File: config.mk
export PLATFORM = sky130hd
export DESIGN_NAME = uart_report_fmt
export DESIGN_NICKNAME = d
export VERILOG_FILES = /design/src/rtl/uart_fmt_pkg.sv /design/src/rtl/bin_to_dec3.sv /design/src/rtl/uart_report_fmt.sv
export SDC_FILE = /design/constraint.sdc
export NUM_CORES = 1
export LEC_CHECK = 0
export ABC_AREA = 1
export CELL_PAD_IN_SITES_DETAIL_PLACEMENT = 0
export CELL_PAD_IN_SITES_GLOBAL_PLACEMENT = 1
export CORE_ASPECT_RATIO = 1.5
export CORE_MARGIN = 5
export CORE_UTILIZATION = 40
export CTS_CLUSTER_SIZE = 24
export DETAILED_ROUTE_END_ITERATION = 6
export PLACE_DENSITY = 0.92
export REMOVE_ABC_BUFFERS = 1
export SETUP_SLACK_MARGIN = 0.2
export SLEW_MARGIN = 20
export SYNTH_ARGS = -nofsm -noshare
export SYNTH_HDL_FRONTEND = slang
export SYNTH_HIERARCHICAL = 1
export SYNTH_SLANG_ARGS = --single-unit
File: constraint.sdc
create_clock -name i_clk -period 7.5 [get_ports i_clk]
set_input_delay 2.25 -clock i_clk [delete_from_list [all_inputs] [get_ports i_clk]]
set_output_delay 2.25 -clock i_clk [all_outputs]
set_load 0.01 [all_outputs]
File: src/rtl/uart_fmt_pkg.sv
// Shared types and constants for the UART report formatter.
// Frame ids, FSM states, ASCII codes, frame lengths and saturation limits.
// Imported by uart_report_fmt and bin_to_dec3.
package uart_fmt_pkg;

  typedef enum logic [1:0] {FR_TIME, FR_DIST, FR_ENV} frame_e;
  typedef enum logic [1:0] {S_IDLE, S_LOAD, S_SEND} state_e;

  // Command bytes that request a time report ('T' and 't').
  localparam logic [7:0] CMD_TIME    = 8'h54;
  localparam logic [7:0] CMD_TIME_LC = 8'h74;

  localparam logic [9:0] DIST_MAX    = 10'd999;
  localparam logic [9:0] TWO_DIG_MAX = 10'd99;

  localparam logic [7:0] A_CR    = 8'h0D;
  localparam logic [7:0] A_LF    = 8'h0A;
  localparam logic [7:0] A_EQ    = 8'h3D;
  localparam logic [7:0] A_COLON = 8'h3A;
  localparam logic [7:0] A_SPACE = 8'h20;
  localparam logic [7:0] A_ZERO  = 8'h30;
  localparam logic [7:0] A_T     = 8'h54;
  localparam logic [7:0] A_D     = 8'h44;
  localparam logic [7:0] A_H     = 8'h48;

  localparam logic [3:0] LEN_TIME = 4'd12;
  localparam logic [3:0] LEN_DIST = 4'd7;
  localparam logic [3:0] LEN_ENV  = 4'd11;

  function automatic logic [7:0] ascii_dig(input logic [3:0] d);
    return A_ZERO + {4'h0, d};
  endfunction

endpackage

File: src/rtl/bin_to_dec3.sv
// Purpose: combinational binary (10 bit) to three BCD digits, saturating at 99 or 999.
// Latency: combinational, zero cycles.
// Ports: i_bin value, i_two_digit selects 99 saturation; o_d2/o_d1/o_d0 hundreds/tens/ones.
module bin_to_dec3
  import uart_fmt_pkg::*;
(
  input  logic [9:0] i_bin,
  input  logic       i_two_digit,
  output logic [3:0] o_d2,
  output logic [3:0] o_d1,
  output logic [3:0] o_d0
);

  logic [9:0] w_max;
  logic [9:0] w_val;
  logic [9:0] w_rem;
  logic [3:0] w_ones;

  // Digit extraction by comparison against multiples of 100 and 10; the
  // largest multiple not exceeding the value wins in each loop.
  always_comb begin
    w_max = i_two_digit ? TWO_DIG_MAX : DIST_MAX;
    w_val = (i_bin > w_max) ? w_max : i_bin;
    o_d2  = 4'd0;
    w_rem = w_val;
    for (int k = 1; k <= 9; k++) begin
      if (w_val >= 10'(k * 100)) begin
        o_d2  = 4'(k);
        w_rem = w_val - 10'(k * 100);
      end
    end
    o_d1   = 4'd0;
    w_ones = 4'(w_rem);
    for (int k = 1; k <= 9; k++) begin
      if (w_rem >= 10'(k * 10)) begin
        o_d1   = 4'(k);
        w_ones = 4'(w_rem - 10'(k * 10));
      end
    end
    o_d0 = w_ones;
  end

endmodule

File: src/rtl/uart_report_fmt.sv
// Purpose: turns time commands and sensor-done pulses into ASCII report lines pushed into the UART TX FIFO.
// Latency: event sampled at edge N -> LOAD from N, first registered push after edge N+2; one idle cycle between frames.
// Backpressure: no byte is pushed at an edge where i_fifo_full is high; the byte index holds until space frees.
// Ports: i_rx_* command bytes, i_sr_done/i_dht_done triggers, i_hour..i_temp live values,
//        i_fifo_full from the FIFO; o_tx_push/o_tx_byte registered FIFO write, o_busy while a frame is active.
module uart_report_fmt
  import uart_fmt_pkg::*;
(
  input  logic       i_clk,
  input  logic       i_rst_n,
  input  logic [7:0] i_rx_data,
  input  logic       i_rx_valid,
  input  logic       i_sr_done,
  input  logic       i_dht_done,
  input  logic [4:0] i_hour,
  input  logic [5:0] i_min,
  input  logic [5:0] i_sec,
  input  logic [9:0] i_dist,
  input  logic [7:0] i_humid,
  input  logic [7:0] i_temp,
  input  logic       i_fifo_full,
  output logic       o_tx_push,
  output logic [7:0] o_tx_byte,
  output logic       o_busy
);

  state_e     r_state, w_state_nxt;
  frame_e     r_frame, w_sel;
  logic       r_pend_t, r_pend_d, r_pend_e;
  logic [3:0] r_idx, r_last;
  logic [4:0] r_hour;
  logic [5:0] r_min, r_sec;
  logic [9:0] r_dist;
  logic [7:0] r_humid, r_temp;
  logic       r_tx_push;
  logic [7:0] r_tx_byte;

  logic       w_set_t, w_any, w_load, w_push;
  logic [9:0] w_bin;
  logic       w_two;
  logic [3:0] w_d2, w_d1, w_d0;
  logic [7:0] w_byte;

  assign w_set_t = i_rx_valid && ((i_rx_data == CMD_TIME) || (i_rx_data == CMD_TIME_LC));
  // Includes this cycle's events so a trigger goes straight to LOAD on the edge that latches it.
  assign w_any   = r_pend_t | r_pend_d | r_pend_e | w_set_t | i_sr_done | i_dht_done;
  assign w_load  = (r_state == S_LOAD);
  assign w_push  = (r_state == S_SEND) && !i_fifo_full;
  assign w_sel   = r_pend_t ? FR_TIME : (r_pend_d ? FR_DIST : FR_ENV);

  always_comb begin
    w_state_nxt = r_state;
    case (r_state)
      S_IDLE: if (w_any) w_state_nxt = S_LOAD;
      S_LOAD: w_state_nxt = S_SEND;
      S_SEND: if (w_push && (r_idx == r_last)) w_state_nxt = w_any ? S_LOAD : S_IDLE;
      default: w_state_nxt = S_IDLE;
    endcase
  end

  // One shared converter; the field feeding it follows the byte being emitted.
  bin_to_dec3 u_b2d (
    .i_bin      (w_bin),
    .i_two_digit(w_two),
    .o_d2       (w_d2),
    .o_d1       (w_d1),
    .o_d0       (w_d0)
  );

  always_comb begin
    w_bin  = 10'd0;
    w_two  = 1'b1;
    w_byte = A_LF;
    case (r_frame)
      FR_TIME: begin
        if (r_idx < 4'd4)      w_bin = {5'd0, r_hour};
        else if (r_idx < 4'd7) w_bin = {4'd0, r_min};
        else                   w_bin = {4'd0, r_sec};
        case (r_idx)
          4'd0:             w_byte = A_T;
          4'd1:             w_byte = A_EQ;
          4'd2, 4'd5, 4'd8: w_byte = ascii_dig(w_d1);
          4'd3, 4'd6, 4'd9: w_byte = ascii_dig(w_d0);
          4'd4, 4'd7:       w_byte = A_COLON;
          4'd10:            w_byte = A_CR;
          default:          w_byte = A_LF;
        endcase
      end
      FR_DIST: begin
        w_bin = r_dist;
        w_two = 1'b0;
        case (r_idx)
          4'd0:    w_byte = A_D;
          4'd1:    w_byte = A_EQ;
          4'd2:    w_byte = ascii_dig(w_d2);
          4'd3:    w_byte = ascii_dig(w_d1);
          4'd4:    w_byte = ascii_dig(w_d0);
          4'd5:    w_byte = A_CR;
          default: w_byte = A_LF;
        endcase
      end
      default: begin
        w_bin = (r_idx < 4'd5) ? {2'd0, r_humid} : {2'd0, r_temp};
        case (r_idx)
          4'd0:       w_byte = A_H;
          4'd1, 4'd6: w_byte = A_EQ;
          4'd2, 4'd7: w_byte = ascii_dig(w_d1);
          4'd3, 4'd8: w_byte = ascii_dig(w_d0);
          4'd4:       w_byte = A_SPACE;
          4'd5:       w_byte = A_T;
          4'd9:       w_byte = A_CR;
          default:    w_byte = A_LF;
        endcase
      end
    endcase
  end

  always_ff @(posedge i_clk) begin
    if (!i_rst_n) begin
      r_state   <= S_IDLE;
      r_frame   <= FR_TIME;
      r_pend_t  <= 1'b0;
      r_pend_d  <= 1'b0;
      r_pend_e  <= 1'b0;
      r_idx     <= 4'd0;
      r_last    <= 4'd0;
      r_hour    <= 5'd0;
      r_min     <= 6'd0;
      r_sec     <= 6'd0;
      r_dist    <= 10'd0;
      r_humid   <= 8'd0;
      r_temp    <= 8'd0;
      r_tx_push <= 1'b0;
      r_tx_byte <= 8'h00;
    end else begin
      r_state   <= w_state_nxt;
      // A new event in the same cycle as the LOAD clear keeps the flag set.
      r_pend_t  <= w_set_t    | (r_pend_t & ~(w_load & (w_sel == FR_TIME)));
      r_pend_d  <= i_sr_done  | (r_pend_d & ~(w_load & (w_sel == FR_DIST)));
      r_pend_e  <= i_dht_done | (r_pend_e & ~(w_load & (w_sel == FR_ENV)));
      r_tx_push <= 1'b0;
      if (w_load) begin
        r_frame <= w_sel;
        r_idx   <= 4'd0;
        case (w_sel)
          FR_TIME: begin
            r_hour <= i_hour;
            r_min  <= i_min;
            r_sec  <= i_sec;
            r_last <= LEN_TIME - 4'd1;
          end
          FR_DIST: begin
            r_dist <= i_dist;
            r_last <= LEN_DIST - 4'd1;
          end
          default: begin
            r_humid <= i_humid;
            r_temp  <= i_temp;
            r_last  <= LEN_ENV - 4'd1;
          end
        endcase
      end
      if (w_push) begin
        r_tx_push <= 1'b1;
        r_tx_byte <= w_byte;
        r_idx     <= r_idx + 4'd1;
      end
    end
  end

  assign o_tx_push = r_tx_push;
  assign o_tx_byte = r_tx_byte;
  assign o_busy    = (r_state != S_IDLE);

endmodule

==> flow_metrics.tcl, run 1 <==
set metrics [dict create \
    clkPwrFrac_pct 36.4 \
    worst_pin_slew_ps 504.4 \
    seqPwrFrac_pct 28.4 \
    synth_area_leaders "dfxtp_1 21%, nand2_1 16%, nor2_1 7.9%, ha_1 7.6%, o21ai_0 7.6%" \
    ys_seq_area_share_pct 21.34 \
    ir_drop_mv 0.1656 \
    drt_wl_total_mm 18.75 \
    p_per_area_nw_per_um2 182.0 \
    ys_seq_elements 65 \
    grt_pass1_wl_mm 30.88 \
    grt_use_total_pct 20.70 \
    status "complete, no violations" \
    post_synth_num_cell_types 46 \
    stdcell_count 1291 \
    crit_type "flop to flop" \
    port_buffers 64 \
    setup_ws_ps 747.2 \
    syn_to_final_growth_pct 20.97 \
    clock_latency_ps 330 \
    cp-end-kind "flop" \
    initial_utilization_pct 40.46 \
    clk_path_buf_depth 2 \
    synth_area_per_cell_um2 6.007 \
    cp-start-kind "flop" \
    cts.htree.levels 3 \
    critPathMaxStageDelay_ps 400 \
    cp_slowest_cell "dfxtp_2" \
    root_buffer "clkbuf_16" \
    critPathArrivalTime_ps 6970 \
    fp.dieH_um 161.2 \
    final_hold_viol_count 0 \
    holdBufCountCts 0 \
    ff2ff_setup_slack_ps 750 \
    drv_slew 0 \
    final_nets 1181 \
    r2r-end "o_tx_byte[1]$_SDFFE_PN0P_" \
    combPwrFrac_pct 35.2 \
    slew_headroom_pct 66.34 \
    clock_skew_ps 6.522 \
    reg2reg_depth 48 \
    hold_class "flop to flop" \
    place_area_um2 6998 \
    p_int_mw 0.8738 \
    path_clk_slew_ps 60 \
    dp.cells 1274 \
    grt_pass1_vias 6631 \
    grt-ovfl-total 0 \
    cpMostUsedCell "nand2_1" \
    drc 0 \
    yosys.area.top_type "dfxtp_1" \
    n_antenna_cell 0 \
    crit_fanout 9 \
    dr.first_iter.drc_count 283 \
    pin_count 67 \
    coreArea_um2 15070 \
    dpl_worst_slack_ps 543.6 \
    clock-sinks 65 \
    period_minus_slack_ps 6753 \
    fillers 1586 \
    gp_congestion 0.9470 \
    multiInputGateArea_um2 4165 \
    syn_area_um2 6097 \
    period_share_pct 90.04 \
    cts_buffers 9 \
    vias 6701 \
    p_sw_mw 0.4683 \
    fin_area_um2 7376 \
    cap_violations 0 \
    grt_setup_unrepaired "false" \
    holdPathEnd "r_min[0]$_SDFFE_PN0P_" \
    wl_per_cell_um 14.52 \
    holdPathStages 2 \
    postRouteAntennaNets 0 \
    drive_above_1_share_pct 12.27 \
    hpwl_mm 14.69 \
    r2r_start "r_idx[0]$_SDFFE_PN0P_" \
    fmax_mhz 148.1 \
    regArea_um2 1305 \
    rows 55 \
    leakagePower_nw 3.514 \
    die_area_um2 17860 \
    setup_violations 0 \
    drt_pass1_iterations 5 \
    cts_tree "yes" \
    worstHoldStart "r_min[0]$_SDFFE_PN0P_" \
    swShare_pct 34.89 \
    grt_max_degree 50 \
    fin_tns_setup_ps 0 \
    worstPathRequired_ps 7720 \
    synth_top_cell_area_share_pct 21.34 \
    die_x_um 110.8 \
    post_drt_via_cell_ratio 5.191 \
    syn_inst 1015 \
    ys_warn_count 6 \
    antenna_found_initial 0 \
]
## how the worst max path moves through the flow
stage,from,end,slack [ps],depth (start not counted)
global route,r_idx[0]$_SDFFE_PN0P_,o_tx_byte[3]$_SDFFE_PN0P_,190,48
detailed placement,r_idx[0]$_SDFFE_PN0P_,o_tx_byte[1]$_SDFFE_PN0P_,540,49
floorplan,r_frame[1]$_SDFFE_PN0P_,o_tx_byte[1]$_SDFFE_PN0P_,1520,44
CTS,r_idx[0]$_SDFFE_PN0P_,o_tx_byte[1]$_SDFFE_PN0P_,530,49
global placement,r_idx[0]$_SDFFE_PN0P_,o_tx_byte[1]$_SDFFE_PN0P_,590,49
finish,r_idx[0]$_SDFFE_PN0P_,o_tx_byte[1]$_SDFFE_PN0P_,750,48
## cells in the final DEF, fill, tap and decap left out, types with 2 or more instances in the layout
cell type / n
clkdlybuf4s50_1: 64
nand2_2: 25
inv_1: 110
clkinv_4: 2
ha_1: 36
nor3_1: 5
o211ai_1: 7
nor2_1: 127
xnor2_1: 3
o21ai_1: 11
a31oi_1: 4
nand3b_1: 2
o21a_1: 2
nor2_2: 10
o21ai_0: 90
nand3_4: 4
nand4_1: 13
nand2_4: 5
buf_4: 22
dfxtp_1: 62
nand3_2: 10
a21oi_1: 78
xor2_1: 6
dfxtp_2: 3
inv_2: 20
o21ai_2: 2
clkbuf_16: 9
nor2_4: 7
nand2_1: 256
nand3_1: 73
bufinv_16: 3
## layer usage
metal	wire [µm]	GRT usage [%]	up-vias	share of wire, %
met3	788	2.211	67	4.2
met2	9880	39.86	213	53
li1	-	-	3423	-
met5	0	0	-	0
met4	971	12.04	0	5.2
met1	7106	21.35	2998	38
## cell families after synthesis
logic type	after synthesis	share of synthesized area [%]
adder cells (fa/ha/maj)	37	7.593
XOR/XNOR	9	1.293
other	1	0.06150
AND/OR/NAND/NOR	543	41.21
flip-flops	65	21.34
buffers and inverters	157	10.55
AO/OA/AOI/OAI	203	17.96
## critical path, delay by kind of cell (launching register included)
family	cells	cell delay (ps)
and+or+nand+nor	23	2070
AOI/OAI and AO/OA	13	2210
buffers and inverters	8	970
DFF	1	400
adders and majority gates	4	1000
## cell usage after synthesis (all sizes together)
cell type,count
nor3,7
nand3,87
o211ai,7
xnor2,3
o2111ai,1
nand3b,2
o21ai,104
o31ai,1
clkinv,2
nor3b,1
a32o,1
and3,1
o221ai,1
or2,1
inv,130
nand4,13
a21oi,80
conb,1
buf,17
nor2,144
ha,37
o21a,2
a311oi,1
o21bai,1
a31oi,4
clkbuf,8
nand2,287
dfxtp,65
xor2,6
## repair_timing
item,4_1_cts,5_1_grt
setup buffers,0,1
resized for setup,0,9
endpoints found under the setup margin,0,4
endpoints found under the hold margin,0,0
## through the flow
stage | hold slack, ps | power, mW | utilization (%)
floorplan | 423.9 | 0.7065 | -
global placement | 436.1 | 0.8542 | 46.43
detailed placement | 444.5 | 0.8554 | 46.43
CTS | 454.0 | 1.345 | 48.78
global route | 479.0 | 1.429 | 48.94
finish | 452.6 | 1.342 | 48.94
## registers in the layout (all words and copies together) (netlist names)
name,flops
r_pend_e,1
r_min,6
r_pend_d,1
o_tx_push,1
r_sec,6
r_pend_t,1
r_humid,8
r_frame,2
r_idx,4
r_temp,8
r_dist,10
o_tx_byte,7
r_last,3
r_hour,5
r_state,2
## final cells by class
| type | count | area share, % |
|---|---|---|
| multi-input cells | 793 | 56.47 |
| flip-flops and latches | 65 | 17.69 |
| repair buffers | 86 | 10.92 |
| inverters | 132 | 6.735 |
| well taps | 199 | 3.376 |
| clock buffers | 10 | 3.240 |
| clock inverters | 6 | 1.561 |
## power by group through the flow
stage	clock network [mW]	registers [mW]	logic, mW
after CTS	0.495	0.380	0.470
final	0.489	0.381	0.472
after global placement	0	0.387	0.467
after floorplan	0	0.387	0.320
after detailed placement	0	0.388	0.468
after global routing	0.511	0.384	0.535
Note: power is estimated with default switching activity, not from simulation.
==> inputs of run 2 (changes only) <==
--- a/config.mk
+++ b/config.mk
@@ -15,7 +15,6 @@
 export DETAILED_ROUTE_END_ITERATION = 6
 export PLACE_DENSITY = 0.92
 export REMOVE_ABC_BUFFERS = 1
-export SETUP_SLACK_MARGIN = 0.2
 export SLEW_MARGIN = 20
 export SYNTH_ARGS = -nofsm -noshare
 export SYNTH_HDL_FRONTEND = slang
==> run 2 against run 1 <==
Compared with the run above:
- via count is essentially flat
- power shrank 0.10%
- non-clock buffer count is the same
- routed wire length shrank 0.54%
- utilization is essentially flat
- global-route usage is the same
- sequential cell count is the same
- setup slack lost 49 ps
- register-to-register slack lost 50 ps
- combinational power is essentially flat
- largest cell class unchanged
==> flow_metrics.tcl, run 2 (synthesis gave the netlist of run 1 again) <==
set metrics [dict create \
    drt_wl_total_mm 18.65 \
    cpMostUsedCell "nand2_1" \
    drv_slew 0 \
    drc 0 \
    grt_setup_unrepaired "false" \
    clock_latency_ps 330 \
    drt_pass1_iterations 5 \
    r2r_start "r_idx[1]$_SDFFE_PN0P_" \
    place_area_um2 6998 \
    grt-ovfl-total 0 \
    period_minus_slack_ps 6801 \
    critPathMaxStageDelay_ps 430 \
    worstPathRequired_ps 7720 \
    worstSetupStartpoint "r_idx[1]$_SDFFE_PN0P_" \
    largest_register_ffs 10 \
    drive_above_1_share_pct 11.81 \
    mostFrequentLayoutCell "nand2_1" \
    cp-start-kind "flop" \
    crit_fanout 9 \
    fin_area_um2 7368 \
    worst_pin_slew_ps 718.0 \
    crit_type "flop to flop" \
    port_buffers 64 \
    clock-sinks 65 \
    coreArea_um2 15070 \
    status "complete, no violations" \
    path_clk_slew_ps 60 \
    postRouteAntennaNets 0 \
    antenna_found_initial 0 \
    cts.htree.levels 3 \
    wl_per_cell_um 14.44 \
    top_regs "r_dist: 10 flops, r_humid: 8 flops, r_temp: 8 flops" \
    root_buffer "clkbuf_16" \
    cp-end-kind "flop" \
    cp_slowest_cell "dfxtp_1" \
    worstHoldStart "r_min[0]$_SDFFE_PN0P_" \
    stdcell_count 1291 \
    gp_congestion 0.9470 \
    clk_path_buf_depth 2 \
    grt_pass1_wl_mm 30.88 \
    final_core_util_pct 48.89 \
    cts_buffers 9 \
    fp.dieH_um 161.2 \
    holdBufCountCts 0 \
    p_per_area_nw_per_um2 182.0 \
    syn_to_final_growth_pct 20.85 \
    fin_tns_setup_ps 0 \
    n_antenna_cell 0 \
    dp.cells 1274 \
    cap_violations 0 \
    grt_max_degree 50 \
    rows 55 \
    initial_utilization_pct 40.46 \
    vias 6700 \
    pin_count 67 \
    grt_use_total_pct 20.70 \
    layout_common_cells "256 x nand2_1, 128 x nor2_1, 111 x inv_1" \
    final_nets 1181 \
    slew_headroom_pct 51.95 \
    dr.first_iter.drc_count 312 \
    hpwl_mm 14.69 \
    post_drt_via_cell_ratio 5.190 \
    die_x_um 110.8 \
    final_hold_viol_count 0 \
    setup_violations 0 \
    hold_class "flop to flop" \
    critPathArrivalTime_ps 7020 \
    die_area_um2 17860 \
    leakagePower_nw 3.515 \
    largest_register "r_dist" \
    ir_drop_mv 0.1652 \
    clock_skew_ps 5.866 \
    fmax_mhz 147.0 \
    period_share_pct 90.68 \
    cts_tree "yes" \
    grt_pass1_vias 6631 \
]
[run 2: cell types whose count changed in the layout (fill, tap and decap cells not counted)]
cell,before,now
dfxtp_2,3,1
nor2_1,127,128
dfxtp_1,62,64
inv_1,110,111
inv_2,20,19
ha_1,36,37
ha_2,1,0
nor2_2,10,9
[run 2: path summary, 6_finish.rpt]
kind | end | slack, ps | cells past startpoint
min | r_min[0]$_SDFFE_PN0P_ | 450 | 2
max | o_tx_byte[1]$_SDFFE_PN0P_ | 700 | 48
min reg2reg | r_min[0]$_SDFFE_PN0P_ | 450 | 2
max reg2reg | o_tx_byte[1]$_SDFFE_PN0P_ | 700 | 48
[run 2: critical path: cells and delay by family, from the launching register on]
family	cells	cell delay [ps]
compound gates	13	2220
simple gates	23	2020
flops	1	430
buf+inv	8	1010
fa+ha+maj	4	1000
[run 2: through the flow]
step           hold WS (ps)  setup WS, ps  total power [mW]
2_1_floorplan         423.9          1523            0.7065
3_3_place_gp          436.1         587.2            0.8542
3_5_place_dp          444.5         543.6            0.8554
4_1_cts               454.0         528.3             1.345
5_1_grt               479.0         3.275             1.428
6_report              452.4         698.7             1.341
[run 2: layout make-up]
type / instances / area (µm²)
tap: 199 / 249.0
inverter: 132 / 496.7
clock buffer: 10 / 239.0
clock inverter: 6 / 115.1
sequential: 65 / 1303
fill: 1589 / 7702
multi-input combinational: 793 / 4160
timing repair buffer: 86 / 805.8
[run 2: per-layer routing]
metal,global-route usage (%),routed length (µm)
met2,39.86,9903
met1,21.35,7060
met4,12.04,963
met3,2.211,718
met5,0,0
[run 2: power by group]
part	total, mW	switching, mW	internal (mW)
clock network	0.489	0.154	0.335
logic	0.471	0.300	0.171
registers	0.381	0.0126	0.368
total	1.34	0.467	0.874
[run 2: timing repair]
item,in CTS,in global routing
setup endpoints to repair,0,3
buffers inserted,0,1
resized for setup,0,4
